==> src/rtl/multi_count_down_timer_pkg.sv <==
// multi_count_down_timer_pkg: channel state, packed BCD time and BCD helpers shared by the timer.
package multi_count_down_timer_pkg;

    typedef enum logic [1:0] {ST_IDLE, ST_RUN, ST_RING} state_t;

    typedef struct packed {
        logic [7:0] hh;
        logic [7:0] mm;
        logic [7:0] ss;
    } bcd_time_t;

    localparam logic [3:0] BCD_DIGIT_MAX = 4'd9;
    localparam logic [3:0] BCD_TENS_MAX_MS = 4'd5;

    function automatic logic bcd_valid(bcd_time_t t);
        return t.hh[7:4] <= BCD_DIGIT_MAX && t.hh[3:0] <= BCD_DIGIT_MAX &&
               t.mm[7:4] <= BCD_TENS_MAX_MS && t.mm[3:0] <= BCD_DIGIT_MAX &&
               t.ss[7:4] <= BCD_TENS_MAX_MS && t.ss[3:0] <= BCD_DIGIT_MAX;
    endfunction

    function automatic logic [7:0] bcd_dec2(logic [7:0] d, logic [7:0] wrap);
        return d == 8'h00 ? wrap : d[3:0] == 4'd0 ? {d[7:4] - 4'd1, 4'd9} : d - 8'd1;
    endfunction

    // One-second BCD decrement; a zero field wraps and borrows from the next field up.
    function automatic bcd_time_t bcd_dec(bcd_time_t t);
        bcd_time_t r;
        r = t;
        r.ss = bcd_dec2(t.ss, 8'h59);
        if (t.ss == 8'h00) r.mm = bcd_dec2(t.mm, 8'h59);
        if (t.ss == 8'h00 && t.mm == 8'h00) r.hh = bcd_dec2(t.hh, 8'h99);
        return r;
    endfunction

endpackage

==> src/rtl/multi_count_down_timer_cdt_channel.sv <==
// cdt_channel: one countdown channel -- FSM, prescaler, BCD decrement and ring pulse counter.
module cdt_channel
    import multi_count_down_timer_pkg::*;
#(
    parameter int CLK_HZ   = 1000,
    parameter int RING_SEC = 5
) (
    input  logic      clk,
    input  logic      rst_n,
    input  logic      i_load,
    input  logic      i_en,
    input  logic      i_auto,
    input  bcd_time_t i_time,
    output bcd_time_t o_time,
    output logic      o_ring,
    output logic      o_busy
);

    localparam int PW   = CLK_HZ > 1 ? $clog2(CLK_HZ) : 1;
    localparam int RCYC = RING_SEC * CLK_HZ;
    localparam int RW   = RCYC > 1 ? $clog2(RCYC) : 1;

    state_t          r_state;
    bcd_time_t       r_time;
    bcd_time_t       r_reload;
    logic [PW-1:0]   r_pre;
    logic            r_ring;
    logic [RW-1:0]   r_ring_cnt;

    logic      w_tick;
    logic      w_ring_done;
    bcd_time_t w_next;

    assign w_tick      = r_state == ST_RUN && i_en && r_pre == PW'(CLK_HZ - 1);
    assign w_ring_done = r_ring && r_ring_cnt == '0;
    assign w_next      = bcd_dec(r_time);

    // Ring runs on its own counter so an auto-reloaded channel can ring while back in RUN.
    always_ff @(posedge clk or negedge rst_n) begin
        if (!rst_n) begin
            r_state    <= ST_IDLE;
            r_time     <= '0;
            r_reload   <= '0;
            r_pre      <= '0;
            r_ring     <= 1'b0;
            r_ring_cnt <= '0;
        end else if (i_load) begin
            r_state    <= i_time == '0 ? ST_IDLE : ST_RUN;
            r_time     <= i_time;
            r_reload   <= i_time;
            r_pre      <= '0;
            r_ring     <= 1'b0;
            r_ring_cnt <= '0;
        end else begin
            if (w_ring_done) r_ring <= 1'b0;
            else if (r_ring) r_ring_cnt <= r_ring_cnt - 1'b1;
            if (w_ring_done && r_state == ST_RING) r_state <= ST_IDLE;
            if (r_state == ST_RUN && i_en) r_pre <= w_tick ? '0 : r_pre + 1'b1;
            if (w_tick) begin
                if (w_next != '0) begin
                    r_time <= w_next;
                end else begin
                    r_ring     <= 1'b1;
                    r_ring_cnt <= RW'(RCYC - 1);
                    r_time     <= i_auto ? r_reload : '0;
                    r_state    <= i_auto ? ST_RUN : ST_RING;
                end
            end
        end
    end

    assign o_time = r_time;
    assign o_ring = r_ring;
    assign o_busy = r_state == ST_RUN;

endmodule

==> src/rtl/multi_count_down_timer.sv <==
// multi_count_down_timer: N_CH independent BCD countdown timers with shared load bus and display mux.
// Optional TIMER_AUTO_RELOAD_EN adds per-channel auto_reload on expiry.
module multi_count_down_timer
    import multi_count_down_timer_pkg::*;
#(
    parameter int N_CH     = 2,
    parameter int CLK_HZ   = 1000,
    parameter int RING_SEC = 5
) (
    input  logic                                clk,
    input  logic                                rst_n,
    input  logic [N_CH-1:0]                     load,
    input  logic [N_CH-1:0]                     clock_en,
`ifdef TIMER_AUTO_RELOAD_EN
    input  logic [N_CH-1:0]                     auto_reload,
`endif
    input  logic [7:0]                          hour_bcd_in,
    input  logic [7:0]                          minute_bcd_in,
    input  logic [7:0]                          second_bcd_in,
    input  logic [(N_CH > 1 ? $clog2(N_CH) : 1)-1:0] disp_sel,
    output logic [7:0]                          hour_out_bcd,
    output logic [7:0]                          minute_out_bcd,
    output logic [7:0]                          second_out_bcd,
    output logic [N_CH-1:0]                     ring,
    output logic [N_CH-1:0]                     busy,
    output logic                                load_err
);

    localparam int SW = N_CH > 1 ? $clog2(N_CH) : 1;

    bcd_time_t       w_in;
    bcd_time_t       w_time [N_CH];
    bcd_time_t       w_disp;
    logic            w_valid;
    logic [N_CH-1:0] w_load;
    logic [N_CH-1:0] w_auto;
    logic            r_load_err;

    assign w_in    = '{hh: hour_bcd_in, mm: minute_bcd_in, ss: second_bcd_in};
    assign w_valid = bcd_valid(w_in);
    assign w_load  = load & {N_CH{w_valid}};

`ifdef TIMER_AUTO_RELOAD_EN
    assign w_auto = auto_reload;
`else
    assign w_auto = '0;
`endif

    for (genvar g = 0; g < N_CH; g++) begin : g_ch
        cdt_channel #(.CLK_HZ(CLK_HZ), .RING_SEC(RING_SEC)) u_ch (
            .clk    (clk),
            .rst_n  (rst_n),
            .i_load (w_load[g]),
            .i_en   (clock_en[g]),
            .i_auto (w_auto[g]),
            .i_time (w_in),
            .o_time (w_time[g]),
            .o_ring (ring[g]),
            .o_busy (busy[g])
        );
    end

    always_ff @(posedge clk or negedge rst_n) begin
        if (!rst_n) r_load_err <= 1'b0;
        else r_load_err <= |load && !w_valid;
    end

    // Unmatched selects (disp_sel >= N_CH) fall through to zero.
    always_comb begin
        w_disp = '0;
        for (int i = 0; i < N_CH; i++)
            if (disp_sel == SW'(i)) w_disp = w_time[i];
    end

    assign hour_out_bcd   = w_disp.hh;
    assign minute_out_bcd = w_disp.mm;
    assign second_out_bcd = w_disp.ss;
    assign load_err       = r_load_err;

endmodule

==> config.mk <==
export PLATFORM = sky130hd
export DESIGN_NAME = multi_count_down_timer
export DESIGN_NICKNAME = d
export VERILOG_FILES = /design/src/rtl/multi_count_down_timer_pkg.sv /design/src/rtl/multi_count_down_timer_cdt_channel.sv /design/src/rtl/multi_count_down_timer.sv
export SDC_FILE = /design/constraint.sdc
export NUM_CORES = 1
export LEC_CHECK = 0
export CAP_MARGIN = 20
export CORE_MARGIN = 2
export CORE_UTILIZATION = 50
export CTS_BUF_LIST = sky130_fd_sc_hd__clkbuf_16
export CTS_CLUSTER_DIAMETER = 120
export DETAILED_ROUTE_END_ITERATION = 6
export PLACE_DENSITY = 0.75
export SLEW_MARGIN = 0
export SYNTH_ARGS = -nofsm -noshare
export SYNTH_HDL_FRONTEND = slang
export SYNTH_SLANG_ARGS = --single-unit
==> constraint.sdc <==
create_clock -name clk -period 5.7 [get_ports clk]
set_input_delay 1.14 -clock clk [delete_from_list [all_inputs] [get_ports clk]]
set_output_delay 1.14 -clock clk [all_outputs]
set_load 0.01 [all_outputs]
==> impl_metrics.tcl, run 1 <==
set metrics [dict create \
    status "complete, no violations" \
    numClockSinks 101 \
    vias 5990 \
    synth-async-reset-ratio_pct 100 \
    final_cell_mix "101 x dfrtp_1, 94 x nand2_1, 86 x nor2_1" \
    grt_pass1_vias 5844 \
    cts.path.max_buffers 2 \
    grt_pass1_wl_mm 30.0 \
    grt_max_degree 63 \
    area_delta_synth_final_pct 14.3 \
    clk_pin_slew_ns 0.07 \
    synth-main-ff-cell "dfrtp_1" \
    avgSynthCellArea_um2 8.55 \
    ys_ff_latch 101 \
    synth_edf_count 0 \
    clockRootBuffer "clkbuf_16" \
    cp.arrival_ns 2.80 \
    layout_commonest_cell "dfrtp_1" \
    syn_area_mm2 0.00653 \
    postCtsHoldBufs 0 \
    layout.nets 844 \
    hold_path.class "reg -> reg" \
    startpoint_type "primary input" \
    io_pins 60 \
    post_cts_resized 0 \
    worst_setup_path_end_kind "output port" \
    power_per_cell_area_mw_per_mm2 345 \
    ant_nets 0 \
    antenna_found_initial 1 \
    drt_iter0_drc 562 \
    final_core_util_pct 58.9 \
    coreArea_mm2 0.0127 \
    period_minus_slack_ns 3.94 \
    placed_area_mm2 0.00720 \
    max_slew_margin_pct 36.4 \
    routed_wl_mm 18.0 \
    firstDrtPassIters 6 \
    port-buffer-count 59 \
    finalHoldViolations 0 \
    cp_max_fo 31 \
    drive_gt1_share_pct 7.33 \
    ys_warn_count 0 \
    leakage_nw 2.93 \
    fmax_mhz 254 \
    postCtsSetupBuffers 0 \
    fin_ws_ns 1.76 \
    initial_core_util_pct 51.6 \
    worst_slew_pin_slew_ns 0.954 \
    avgRoutedWirePerCell_um 18.4 \
    cts_buffers 9 \
    num_antenna_cells 0 \
    drc 0 \
    tns_ns 0 \
    drv_cap 0 \
    gp_congestion 0.899 \
    preCtsSetupSlack_ns 1.76 \
    overflow 0 \
    vias_per_cell 6.13 \
    synthCells 764 \
    rsz0062_at_grt "no" \
    cts_tree "yes" \
    grt.total_usage_pct 26.8 \
    stdcell_area_mm2 0.00747 \
    chipHeight_um 118 \
    multiInputGateArea_mm2 0.00375 \
    finClkSkew_ns 0.00932 \
    rows 41 \
    hpwlAfterDp_mm 13.1 \
    synth_nets 807 \
    synth_cell_types 62 \
    die_area_mm2 0.0140 \
    drv_slew 0 \
    worstPathRequired_ns 4.56 \
    htree_levels 3 \
    die_w_um 118 \
    worst-setup-path-type "in -> out" \
    seq_area_frac_synth_pct 38.7 \
    fillerInstances 1147 \
    vdd_drop_max_mv 0.185 \
    clk_latency_ns 0.36 \
    setup-violations-final 0 \
    period_share_pct 69.2 \
    seqCellArea_mm2 0.00253 \
]
==> kinds of logic after synthesis <==
group | Yosys count | synth area share, %
buffers and inverters | 59 | 3.89
and+or+nand+nor | 358 | 29.1
AOI/OAI and AO/OA | 150 | 13.6
DFF | 101 | 38.7
xor gates and xnor gates | 46 | 6.17
adders and majority gates | 12 | 2.30
muxes | 38 | 6.26
==> layer usage <==
metal,GRT usage (%),vias up,wire length [µm]
li1,-,2824,-
met1,34.6,2885,7690
met2,43.5,234,8710
met3,5.41,45,1070
met4,11.7,2,492
met5,0,-,38
==> flip-flops by register name, indices dropped and copies added, names as in the netlist <==
signal / flops
g_ch.u_ch.o_time: 48
g_ch.u_ch.r_pre: 20
g_ch.u_ch.o_ring: 2
g_ch.u_ch.r_state: 4
load_err: 1
g_ch.u_ch.r_ring_cnt: 26
==> Yosys cell counts, types with 6 or more instances <==
| master | n | area (µm²) |
|---|---|---|
| o21ai_1 | 6 | 30.0 |
| inv_1 | 21 | 78.8 |
| nor2b_1 | 10 | 62.6 |
| mux2i_1 | 15 | 150 |
| ha_1 | 12 | 150 |
| xor2_1 | 23 | 201 |
| nand2_1 | 94 | 353 |
| nor4_1 | 16 | 100 |
| nor4_2 | 6 | 75.1 |
| or3_1 | 8 | 50.1 |
| nor3_1 | 26 | 130 |
| nand3_1 | 24 | 120 |
| and3_1 | 14 | 87.6 |
| nor3b_1 | 6 | 45.0 |
| nor2_1 | 86 | 323 |
| clkbuf_1 | 25 | 93.8 |
| xnor2_1 | 23 | 201 |
| and2_1 | 8 | 50.1 |
| a21oi_1 | 40 | 200 |
| nand3b_1 | 9 | 67.6 |
| o21ai_0 | 55 | 275 |
| or4_1 | 9 | 67.6 |
| nand4_1 | 14 | 87.6 |
| mux2_2 | 23 | 259 |
| a31oi_1 | 11 | 68.8 |
| o31ai_1 | 7 | 52.6 |
| dfrtp_1 | 101 | 2530 |
==> path summary, 6_finish.rpt <==
check,startpoint,endpoint,slack [ns],cells past startpoint
max in group asynchronous,rst_n,g_ch[1].u_ch.r_ring_cnt[2],3.83,2
min in group asynchronous,rst_n,g_ch[1].u_ch.o_time[5],0.87,1
worst min-delay path,g_ch[0].u_ch.r_pre[9],g_ch[0].u_ch.r_pre[9],0.53,1
worst min register to register,g_ch[0].u_ch.r_pre[9],g_ch[0].u_ch.r_pre[9],0.53,1
worst max-delay path,disp_sel,hour_out_bcd[0],1.76,4
worst max register to register,g_ch[0].u_ch.o_time[12],g_ch[0].u_ch.r_state[0],2.42,8
==> final cells by class <==
cell class	instances	share of cell area, %
Inverter	21	1.06
Multi-Input combinational cell	604	50.3
Tap cell	172	2.88
Timing Repair Buffer	64	8.38
Clock buffer	9	3.02
Clock inverter	6	0.536
Sequential cell	101	33.9
==> report_power, final <==
| part | switching (W) | leakage (nW) | internal (W) |
|---|---|---|---|
| logic | 0.000459 | 1.51 | 0.000423 |
| registers | 0.000250 | 1.29 | 0.000875 |
| clock network | 0.000276 | 0.133 | 0.000294 |
==> metrics by stage <==
stage	hold slack (ns)	std cells	power, W
3_3_place_gp	0.508	962	0.00195
6_report	0.529	977	0.00258
3_5_place_dp	0.515	962	0.00200
2_1_floorplan	0.482	764	0.00169
5_1_grt	0.576	977	0.00275
4_1_cts	0.529	977	0.00258
==> critical path, cell delays in order <==
cell and delay (ns):
clkdlybuf4s50_1 0.45, buf_4 0.32, mux2_2 0.39, clkdlybuf4s50_1 0.50
Power figures use the tool's default switching activity.
==> inputs of run 2 (changes only) <==
- clock period: 5.7 -> 3.8 ns (I/O delays scaled with it)
==> run 2 against run 1 <==
- critical path depth rose by 4
- clock power up 47%
- sequential power increased by 49%
- combinational power up 51%
- routed wire length is 0.10% higher
- setup slack got worse by 1.2 ns
- clock skew fell by 0.0041 ns
- hold slack got worse by 0.17 ns
- register-to-register slack worse by 1.9 ns
- largest cell class unchanged
- largest power group unchanged
==> impl_metrics.tcl, run 2 (synthesis results as in run 1) <==
set metrics [dict create \
    status "complete, no violations" \
    worstSetupStartpoint "g_ch[0].u_ch.o_time[12]" \
    post_cts_resized 0 \
    numClockSinks 101 \
    cp_max_fo 16 \
    crit_family "simple AND/OR/NAND/NOR gates" \
    startpoint_type "flop" \
    grt_max_degree 41 \
    setup-violations-final 0 \
    grt.total_usage_pct 26.8 \
    vdd_drop_max_mv 0.325 \
    path_cells "inv_1 -> ha_1 -> nor3b_1 -> nand4_1 -> nor4_2 -> o21ai_1 -> or4_1 -> a31o_1" \
    drv_slew 0 \
    worst-setup-path-type "reg -> reg" \
    ant_nets 0 \
    p_seq_share_pct 43.7 \
    slowest_stage "or4_1" \
    p_int_w 0.00239 \
    hpwlAfterDp_mm 13.5 \
    layout.nets 852 \
    layout_commonest_cell "dfrtp_1" \
    cp.arrival_ns 3.51 \
    cts_tree "yes" \
    final_core_util_pct 59.4 \
    cts_buffers 9 \
    num_antenna_cells 0 \
    worstPathRequired_ns 4.05 \
    initial_core_util_pct 51.6 \
    die_area_mm2 0.0140 \
    swShare_pct 38.1 \
    met3_length_mm 1.11 \
    vias 5963 \
    period_minus_slack_ns 3.26 \
    max_slew_margin_pct 44.9 \
    drv_cap 0 \
    grt_pass1_vias 5776 \
    drt_iter0_drc 488 \
    area_delta_synth_final_pct 15.1 \
    combPwrFrac_pct 34.6 \
    worst_slew_pin_slew_ns 0.824 \
    io_pins 60 \
    net-switching-power_w 0.00147 \
    coreArea_mm2 0.0127 \
    routed_wl_mm 18.0 \
    tns_ns 0 \
    hold_path.class "in -> async" \
    drt-met1-wl_mm 8.01 \
    r2r_setup_slack_ns 0.54 \
    clk_latency_ns 0.36 \
    drc 0 \
    cpPeakStageDelay_ns 0.80 \
    port-buffer-count 59 \
    firstDrtPassIters 5 \
    largest_reg_flops 48 \
    antenna_found_initial 1 \
    postCtsSetupBuffers 0 \
    rsz0062_at_grt "no" \
    finalHoldViolations 0 \
    fmax_mhz 307 \
    power_frac_clock_pct 21.7 \
    worst_setup_path_end_kind "flop" \
    crit_buf_inv 1 \
    grt_pass1_wl_mm 30.1 \
    avgRoutedWirePerCell_um 18.3 \
    final_cell_mix "101 x dfrtp_1, 94 x nand2_1, 86 x nor2_1" \
    cts.path.max_buffers 2 \
    finClkSkew_ns 0.00522 \
    drive_gt1_share_pct 7.99 \
    chipHeight_um 118 \
    vias_per_cell 6.05 \
    gp_congestion 0.949 \
    leakage_nw 2.97 \
    overflow 0 \
    clk_pin_slew_ns 0.07 \
    die_w_um 118 \
    rows 41 \
    period_share_pct 85.8 \
    clockRootBuffer "clkbuf_16" \
    fillerInstances 1129 \
    dr_wl_met2_mm 8.35 \
    htree_levels 3 \
    postCtsHoldBufs 0 \
    power_per_cell_area_mw_per_mm2 513 \
    r2r-start "g_ch[0].u_ch.o_time[12]" \
    dr.max_layer_used "met4" \
]
==> run 2: per-layer routing <==
layer | GRT usage [%] | vias up
met1 | 35.7 | 2901
met5 | 0 | -
li1 | - | 2833
met4 | 10.6 | 0
met3 | 6.23 | 40
met2 | 42.1 | 189
==> run 2: final cells by class <==
class | instances | area [µm²] | share of cell area [%]
repair buffers | 72 | 686 | 9.12
multi-input cells | 604 | 3750 | 49.9
well taps | 172 | 215 | 2.86
clock inverters | 7 | 35.0 | 0.466
inverters | 21 | 78.8 | 1.05
flip-flops and latches | 101 | 2530 | 33.6
clock buffers | 9 | 225 | 2.99
==> run 2: worst paths after layout <==
check,endpoint,cells after the start
worst min register to register,g_ch[0].u_ch.r_pre[9],1
worst max-delay path,g_ch[0].u_ch.r_state[0],8
min in group clk,g_ch[0].u_ch.r_pre[9],1
worst min-delay path,g_ch[1].u_ch.o_time[7],1
worst max register to register,g_ch[0].u_ch.r_state[0],8
max in group asynchronous,g_ch[0].u_ch.r_ring_cnt[6],2
==> run 2: through the flow <==
step | area [µm²] | power (W) | instances | setup slack [ns] | hold slack [ns]
floorplan | 6530 | 0.00253 | 764 | 1.08 | 0.464
global placement | 7260 | 0.00294 | 970 | 0.631 | 0.508
detailed placement | 7260 | 0.00301 | 970 | 0.610 | 0.513
CTS | 7520 | 0.00386 | 986 | 0.596 | 0.368
global route | 7520 | 0.00412 | 986 | 0.270 | 0.391
finish | 7520 | 0.00386 | 986 | 0.538 | 0.361
==> run 2: power by group through the flow <==
| stage | logic (W) | clock network, W | registers, W |
|---|---|---|---|
| floorplan | 0.000981 | 0 | 0.00155 |
| global placement | 0.00126 | 0 | 0.00168 |
| detailed placement | 0.00132 | 0 | 0.00169 |
| CTS | 0.00133 | 0.000860 | 0.00167 |
| global route | 0.00149 | 0.000902 | 0.00173 |
| finish | 0.00133 | 0.000838 | 0.00168 |
==> inputs of run 3 (changes only) <==
- SLEW_MARGIN: 0 -> default
==> results of run 3 <==
Final layout, timing and power as in run 2 (identical DEF).
